**src/rtl/timer_pkg.sv**
```systemverilog
`default_nettype none
// ============================================================================
// Package     : timer_pkg
// Description : Shared types and constants for the interval timer controller.
// Revision    : 1.0 - initial release
// ============================================================================
package timer_pkg;

  // Default counter / period width
  localparam int unsigned TIMER_N_DEFAULT = 4;

  // Controller states
  typedef enum logic [1:0] {
    ST_IDLE   = 2'b00,
    ST_RUN    = 2'b01,
    ST_PAUSED = 2'b10,
    ST_DONE   = 2'b11
  } state_e;

endpackage : timer_pkg
`default_nettype wire

```
**src/rtl/interval_timer_ctrl_sync_counter.sv**
```systemverilog
`default_nettype none
// ============================================================================
// Module      : sync_counter
// Description : N-bit synchronous up-counter with clear and enable. Clear
//               wins over enable; everything runs on the single system clock.
// Revision    : 1.0 - initial release
// ============================================================================
module sync_counter #(
  parameter int N = 4
) (
  input  logic         clock_i,
  input  logic         reset_i,
  input  logic         clr_i,
  input  logic         en_i,
  output logic [N-1:0] count_o
);

  logic [N-1:0] count_q;

  // Count register: reset and clear return to zero, enable steps by one
  always_ff @(posedge clock_i) begin
    if (reset_i) begin
      count_q <= '0;
    end else if (clr_i) begin
      count_q <= '0;
    end else if (en_i) begin
      count_q <= count_q + 1'b1;
    end
  end

  assign count_o = count_q;

endmodule : sync_counter
`default_nettype wire

```
**src/rtl/interval_timer_ctrl.sv**
```systemverilog
`default_nettype none
// ============================================================================
// Module      : interval_timer_ctrl
// Description : Programmable interval timer controller. Sequences an N-bit
//               counter in one-shot or periodic mode with pause, abort and a
//               done/acknowledge handshake. All outputs are registered.
// Revision    : 1.0 - initial release
// ============================================================================
module interval_timer_ctrl
  import timer_pkg::*;
#(
  parameter int N = TIMER_N_DEFAULT
) (
  input  logic         clock_i,
  input  logic         reset_i,
  input  logic         start_i,
  input  logic [N-1:0] period_i,
  input  logic         mode_i,
  input  logic         pause_i,
  input  logic         abort_i,
  input  logic         done_ack_i,
  output logic [N-1:0] count_o,
  output logic         busy_o,
  output logic         tick_o,
  output logic         done_o,
  output logic         err_o
);

  state_e       state_q, state_d;
  logic [N-1:0] period_q, period_d;
  logic         mode_q, mode_d;
  logic         busy_q, busy_d;
  logic         tick_q, tick_d;
  logic         done_q, done_d;
  logic         err_q, err_d;
  logic         cnt_clr, cnt_en;
  logic [N-1:0] count;

  sync_counter #(
    .N (N)
  ) u_counter (
    .clock_i (clock_i),
    .reset_i (reset_i),
    .clr_i   (cnt_clr),
    .en_i    (cnt_en),
    .count_o (count)
  );

  // Next-state, counter control and registered-output targets.
  // Priority: abort, then pause (freezes everything), then start/ack/counting.
  // A deasserted pause while PAUSED acts immediately as a RUN cycle, so a
  // pause lasting M cycles delays the terminal event by exactly M cycles.
  always_comb begin
    state_d  = state_q;
    period_d = period_q;
    mode_d   = mode_q;
    tick_d   = 1'b0;
    done_d   = done_q;
    err_d    = 1'b0;
    cnt_clr  = 1'b0;
    cnt_en   = 1'b0;

    if (abort_i) begin
      state_d = ST_IDLE;
      done_d  = 1'b0;
      cnt_clr = 1'b1;
    end else if (pause_i) begin
      if (state_q == ST_RUN) begin
        state_d = ST_PAUSED;
      end
    end else begin
      unique case (state_q)
        ST_IDLE: begin
          if (start_i) begin
            if (period_i != '0) begin
              period_d = period_i;
              mode_d   = mode_i;
              state_d  = ST_RUN;
              cnt_clr  = 1'b1;
            end else begin
              err_d = 1'b1;
            end
          end
        end
        ST_RUN, ST_PAUSED: begin
          state_d = ST_RUN;
          if (count != period_q) begin
            cnt_en = 1'b1;
          end else begin
            tick_d = 1'b1;
            if (mode_q) begin
              cnt_clr = 1'b1;
            end else begin
              done_d  = 1'b1;
              state_d = ST_DONE;
            end
          end
        end
        ST_DONE: begin
          if (done_ack_i) begin
            state_d = ST_IDLE;
            done_d  = 1'b0;
            cnt_clr = 1'b1;
          end
        end
        default: state_d = ST_IDLE;
      endcase
    end

    busy_d = (state_d != ST_IDLE);
  end

  // State, latched configuration and registered outputs
  always_ff @(posedge clock_i) begin
    if (reset_i) begin
      state_q  <= ST_IDLE;
      period_q <= '0;
      mode_q   <= 1'b0;
      busy_q   <= 1'b0;
      tick_q   <= 1'b0;
      done_q   <= 1'b0;
      err_q    <= 1'b0;
    end else begin
      state_q  <= state_d;
      period_q <= period_d;
      mode_q   <= mode_d;
      busy_q   <= busy_d;
      tick_q   <= tick_d;
      done_q   <= done_d;
      err_q    <= err_d;
    end
  end

  assign count_o = count;
  assign busy_o  = busy_q;
  assign tick_o  = tick_q;
  assign done_o  = done_q;
  assign err_o   = err_q;

endmodule : interval_timer_ctrl
`default_nettype wire

```
**config.mk**
```make
export PLATFORM = sky130hd
export DESIGN_NAME = interval_timer_ctrl
export DESIGN_NICKNAME = d
export VERILOG_FILES = /design/src/rtl/timer_pkg.sv /design/src/rtl/interval_timer_ctrl_sync_counter.sv /design/src/rtl/interval_timer_ctrl.sv
export SDC_FILE = /design/constraint.sdc
export NUM_CORES = 1
export LEC_CHECK = 0
export BUFFER_PORTS_ARGS = -buffer_cell sky130_fd_sc_hd__buf_2
export CAP_MARGIN = 20
export CORE_UTILIZATION = 51
export DETAILED_ROUTE_END_ITERATION = 8
export PLACE_DENSITY = 0.8
export SLEW_MARGIN = 25
export SYNTH_ARGS = -nofsm -noshare
export SYNTH_HDL_FRONTEND = slang
export SYNTH_SLANG_ARGS = --single-unit
```
**constraint.sdc**
```tcl
create_clock -name clock_i -period 1.9 [get_ports clock_i]
set_input_delay 0.285 -clock clock_i [delete_from_list [all_inputs] [get_ports clock_i]]
set_output_delay 0.285 -clock clock_i [all_outputs]
set_load 0.05 [all_outputs]
```
-- Word-level counts from Yosys, hierarchy flattened
Cells that the tools add are included.
Widths: inputs -> output; s select.
- flip-flop bits (word level): 15
- input bits: 11
- output and inout bits: 8
- word-level logic and storage cells: 59
- $add $sub $neg: 1
- equal/unequal tests: 7
- multiplexer cells: 27
- bitwise logic cells: 5
- reductions and logical operators: 11
- operators by type and width (operator ; count):
    $mux 1 ; 16
    $mux 2 ; 8
    $reduce_and 5->1 ; 2
    $ne 2x2->1 const B ; 3
    $pmux 2 s3 ; 1
    $reduce_or 2->1 ; 3
    $not 1->1 ; 5
    $reduce_or 5->1 ; 1
    $add 4x1->4 const B ; 1
    $eq 2x2->1 const B ; 2
    $ne 4x4->1 ; 1
    $reduce_bool 2->1 ; 2
    $reduce_bool 4->1 ; 1
    $reduce_or 4->1 ; 1
    $pmux 1 s3 ; 1
    $eq 2x1->1 const B ; 1
    $logic_not 2->1 ; 1
    $pmux 1 s2 ; 1

-- Longest topological paths before layout
- depth in word-level cells: 7
- mapped depth: 6

-- Hierarchy
A second synthesis with hierarchy kept.
- cells, all modules: 84
- area total of the unflattened synthesis: 803.3 um2
- by module, submodules not included (module ; instances ; cells each ; area an instance (um2)):
    interval_timer_ctrl ; 1 ; 67 ; 625.6
    sync_counter ; 1 ; 17 ; 177.7

-- Least setup slack after synthesis
Ideal clock, no wire load.
- path type: register to register
- start: register u_counter.count_q[1] (netlist: u_counter.count_o[1])
- end: register u_counter.count_q[2] (netlist: u_counter.count_o[2])
- data arrival time: 1.787 ns
- required time: 1.773 ns
- path slack: -0.014 ns
- cell stages (with the launch flop): 5
- buffers on the path: 0
- period minus slack after synthesis: 1.914 ns
- cells stage by stage: dfxtp_1 > xor2_1 > or4_4 > o211ai_4 > a22oi_1
- word-level cells in the longest chain between the ends: 6
- elaborated cells between the ends (all ways): 11
- those cells by class: add/sub: 1; eq/ne: 1; mux: 8; reduce/logical: 1
- RTL lines (item ; line ; RTL):
    start: declaration ; interval_timer_ctrl_sync_counter.sv:18 ; logic [N-1:0] count_q;
    start signal: assignment ; interval_timer_ctrl_sync_counter.sv:27 ; count_q <= count_q + 1'b1;
    $ne 4x4->1 ; interval_timer_ctrl.sv:87 ; if (count != period_q) begin
    $mux 1 ; interval_timer_ctrl.sv:87 ;
    $pmux 1 s3 ; interval_timer_ctrl.sv:72 ; unique case (state_q)
    $mux 1 ; interval_timer_ctrl.sv:67 ; end else if (pause_i) begin
    $mux 1 ; interval_timer_ctrl.sv:63 ; if (abort_i) begin
    $reduce_or 2->1 (no line) ; -- ;
Parallel ways exist; a longest one is shown, timed or not.
A chain may end at the register's enable or synchronous reset.

-- Worst setup path in the final report
- start: register state_q[0]
- end: register u_counter.count_q[3] (netlist: u_counter.count_o[3])
- word-level cells in the longest chain between the ends: 6
- elaborated cells between the ends (all ways): 12
- those cells by class: eq/ne: 3; mux: 6; reduce/logical: 3
- RTL lines (item ; line ; RTL):
    start: declaration ; interval_timer_ctrl.sv:29 ; state_e state_q, state_d;
    start signal: assignment ; interval_timer_ctrl.sv:124 ; state_q <= state_d;
    $eq 2x1->1 / $eq 2x2->1 (equally long branches) ; interval_timer_ctrl.sv:72 ;
    $reduce_or 2->1 ; interval_timer_ctrl.sv:72 ;
    $pmux 1 s3 ; interval_timer_ctrl.sv:72 ;
    $mux 1 ; interval_timer_ctrl.sv:67 ;
    $mux 1 ; interval_timer_ctrl.sv:63 ;
    $reduce_or 2->1 (no line) ; -- ;
Parallel ways exist; a longest one is shown, timed or not.

==> metrics.cfg <==
[run_status]
status=completed

[setup_path]
worstSetupStartpointType=register
worstRegToRegCells=6
critPathRequiredTime_ns=2.10
r2r_slack_ns=0.15
crit-reg2reg-capture=u_counter.count_o[3]
crit_fanout=6
path_class=register to register
crit_arrival_ns=1.95
worst_r2r_startpoint=state_q[0]
endpoint_kind=register

[clock_tree]
clock_network_latency_to_the_later_pin_of_the_worst_skew_pair_ns=0.28
clockBufferDepth=2
cts.htree.levels=1
hold_buffers=0
post_cts.repair.setup_buffers=0
tritoncts_clock_tree=yes
cts_resized=0
tritoncts.num_buffers=3
cts.root.buffer_cell=sky130_fd_sc_hd__clkbuf_4
clock-sinks=15
path_clk_slew_ns=0.09

[placed_design]
post-place-cells=122
dp_hpwl_mm=1.44
pre_cts_ws_ns=0.163
gpl.final_weighted_congestion=0.741
area_post_placement_um2=950
port-buffer-count=18

[timing]
finalHoldWorstSlack_ns=0.246
setup_slack_ns=0.154
slew_viol_final=0
timing.final.hold_violations=0
totalNegativeSetupSlack_ns=0
period_minus_slack_ns=1.75
fmaxAchievable_ghz=0.573
setup_viol_count_final=0
final_skew_ns=0.00538
post-route-period-util_pct=91.9
slew_headroom_pct=66.9
worstMarginPinSlew_ns=0.492
grt_setup_unrepaired=no

[power]
leak_pwr_uw=0.000430
power_density_nw_per_um2=607
p_comb_share_pct=14.8
switching_share_pct=26.2
power_report.internal_total_uw=437
sequentialPowerShare_pct=55.1
clockPowerShare_pct=30.1
p_sw_uw=155
irDropWorstVdd_mv=0.393

[floorplanning]
floorplan.initialDensity_pct=54.8
die_height_um=42.5
top_level_ports=19
fp.dieArea_um2=1800
die_width_um=42.5
core.rowCount=14
placeableCoreArea_um2=1520

[yosys]
synth_enable_flop_cells=0
yosys-top-cells-area=sky130_fd_sc_hd__dfxtp_1 36%, sky130_fd_sc_hd__ha_1 6.0%, sky130_fd_sc_hd__a22oi_1 5.4%
synth_common_cells=15 x sky130_fd_sc_hd__dfxtp_1, 7 x sky130_fd_sc_hd__nor2_1, 6 x sky130_fd_sc_hd__a22oi_1, 6 x sky130_fd_sc_hd__inv_1
yosys.area.top_type=sky130_fd_sc_hd__dfxtp_1
synth-warning-count=0
syn-cell-area_um2=836
synthArstFlopShare_pct=0
yosysMostFrequentCell=sky130_fd_sc_hd__dfxtp_1
syn_area_per_cell_um2=9.39
synth.yosys.seq_area_share_pct=35.9
netlist.area_leader.share_pct=35.9
post_synth_num_cell_types=37
synth_seq_cells=15
postSynth.topFlopCell=sky130_fd_sc_hd__dfxtp_1
syn-num-nets=104
synthCells=89

[run]
cap_violations=0

[min_path]
hold_class=primary input to register
hold_start=abort_i
holdPathEnd=tick_o
timing.hold.worst_path_depth=2

[final_layout]
fillerInstances=126
insertedDiodeCount=0
number_of_nets_in_the_layout=126
area.growth.synth_to_final_pct=16.8
stdcell_count=126
share_of_cells_above_drive_strength_1_pct=28.2
layout.cell_area.non_filler_um2=976

[route]
drt_iter0_drc=18
ant_nets=0
route.detailed.wl_per_inst_um=14.2
routed_wl_mm=1.79
route.detailed.vias_per_inst=5.92
firstDrtPassIters=4
remaining_drc_errors=0
num_vias=746

[global_routing]
grt_antenna_before_repair=0
grt_first_pass_wirelength_mm=3.06
grt_overflow_total=0
grt_pass1_vias=678
grt_use_total_pct=22.4
grt_max_degree=11

==> routing by layer <==
| layer | up-vias | track usage, % | share of wire [%] |
|---|---|---|---|
| li1 | 369 | - | - |
| met1 | 345 | 28.2 | 42 |
| met2 | 30 | 38.5 | 51 |
| met3 | 2 | 5.17 | 6.7 |
| met4 | 0 | 5.63 | 0.73 |
| met5 | - | 0 | 0 |
==> placed cells by master, fill, tap and decap left out, types with 2 or more instances in the layout <==
cell / instances
sky130_fd_sc_hd__a21oi_1: 5
sky130_fd_sc_hd__a22oi_1: 6
sky130_fd_sc_hd__a31oi_1: 2
sky130_fd_sc_hd__buf_2: 18
sky130_fd_sc_hd__buf_4: 2
sky130_fd_sc_hd__clkbuf_4: 3
sky130_fd_sc_hd__dfxtp_1: 14
sky130_fd_sc_hd__ha_1: 4
sky130_fd_sc_hd__inv_1: 6
sky130_fd_sc_hd__nand2_1: 5
sky130_fd_sc_hd__nand2b_1: 2
sky130_fd_sc_hd__nand3_1: 2
sky130_fd_sc_hd__nor2_1: 7
sky130_fd_sc_hd__nor3b_1: 2
sky130_fd_sc_hd__nor4_1: 2
sky130_fd_sc_hd__o21ai_1: 2
sky130_fd_sc_hd__or3_1: 2
sky130_fd_sc_hd__xor2_1: 3
sky130_fd_sc_hd__xor2_2: 2
==> stage by stage <==
step | utilization [%] | total power, µW
2_1_floorplan | - | 391
3_3_place_gp | 62.3 | 417
3_5_place_dp | 62.3 | 421
4_1_cts | 64.0 | 596
5_1_grt | 64.0 | 617
6_report | 64.0 | 592
==> registers in the layout (all words and copies together), names as in the netlist <==
signal             cells
busy_o                 1
done_o                 1
err_o                  1
mode_q                 1
period_q               4
state_q                2
tick_o                 1
u_counter.count_o      4
==> worst max-delay path by stage <==
stage / from / end / slack (ns) / cells after the start
finish: state_q[0] / u_counter.count_o[3] / 0.15 / 6
global route: state_q[0] / u_counter.count_o[3] / 0.04 / 6
CTS: state_q[0] / u_counter.count_o[3] / 0.16 / 6
detailed placement: period_i[0] / busy_o / 0.16 / 6
global placement: period_i[0] / busy_o / 0.17 / 6
floorplan: u_counter.count_o[0] / u_counter.count_o[2] / 0.02 / 4
==> cell families after synthesis <==
logic type	count (synthesis)	share of synthesized area, %
flip-flops	15	35.9
XOR/XNOR	5	7.04
adder cells (fa/ha/maj)	4	5.99
AND/OR/NAND/NOR	30	21.4
buffers and inverters	9	4.19
AO/OA/AOI/OAI	25	24.3
multiplexers	1	1.20
==> power by group through the flow <==
stage	Sequential, µW	Clock [µW]	Combinational, µW
floorplan	339	0	52.2
global placement	333	0	83.8
detailed placement	333	0	87.1
CTS	326	182	87.3
global route	327	195	95.7
finish	326	178	87.9
==> layout make-up <==
cell class,count,area (µm²),share of cell area (%)
Tap cell,16,20.0,2.05
Inverter,6,22.5,2.31
Timing Repair Buffer,20,105,10.8
Clock buffer,4,26.3,2.69
Sequential cell,15,302,30.9
Multi-Input combinational cell,65,500,51.3
==> critical path, stage by stage (launching register included) <==
cell                      delay [ns]
sky130_fd_sc_hd__dfxtp_1        0.38
sky130_fd_sc_hd__inv_1          0.08
sky130_fd_sc_hd__ha_1           0.29
sky130_fd_sc_hd__nor3b_2        0.25
sky130_fd_sc_hd__o41ai_4        0.17
sky130_fd_sc_hd__or3_1          0.36
sky130_fd_sc_hd__a22oi_1        0.15
(Power assumes the default switching activity.)
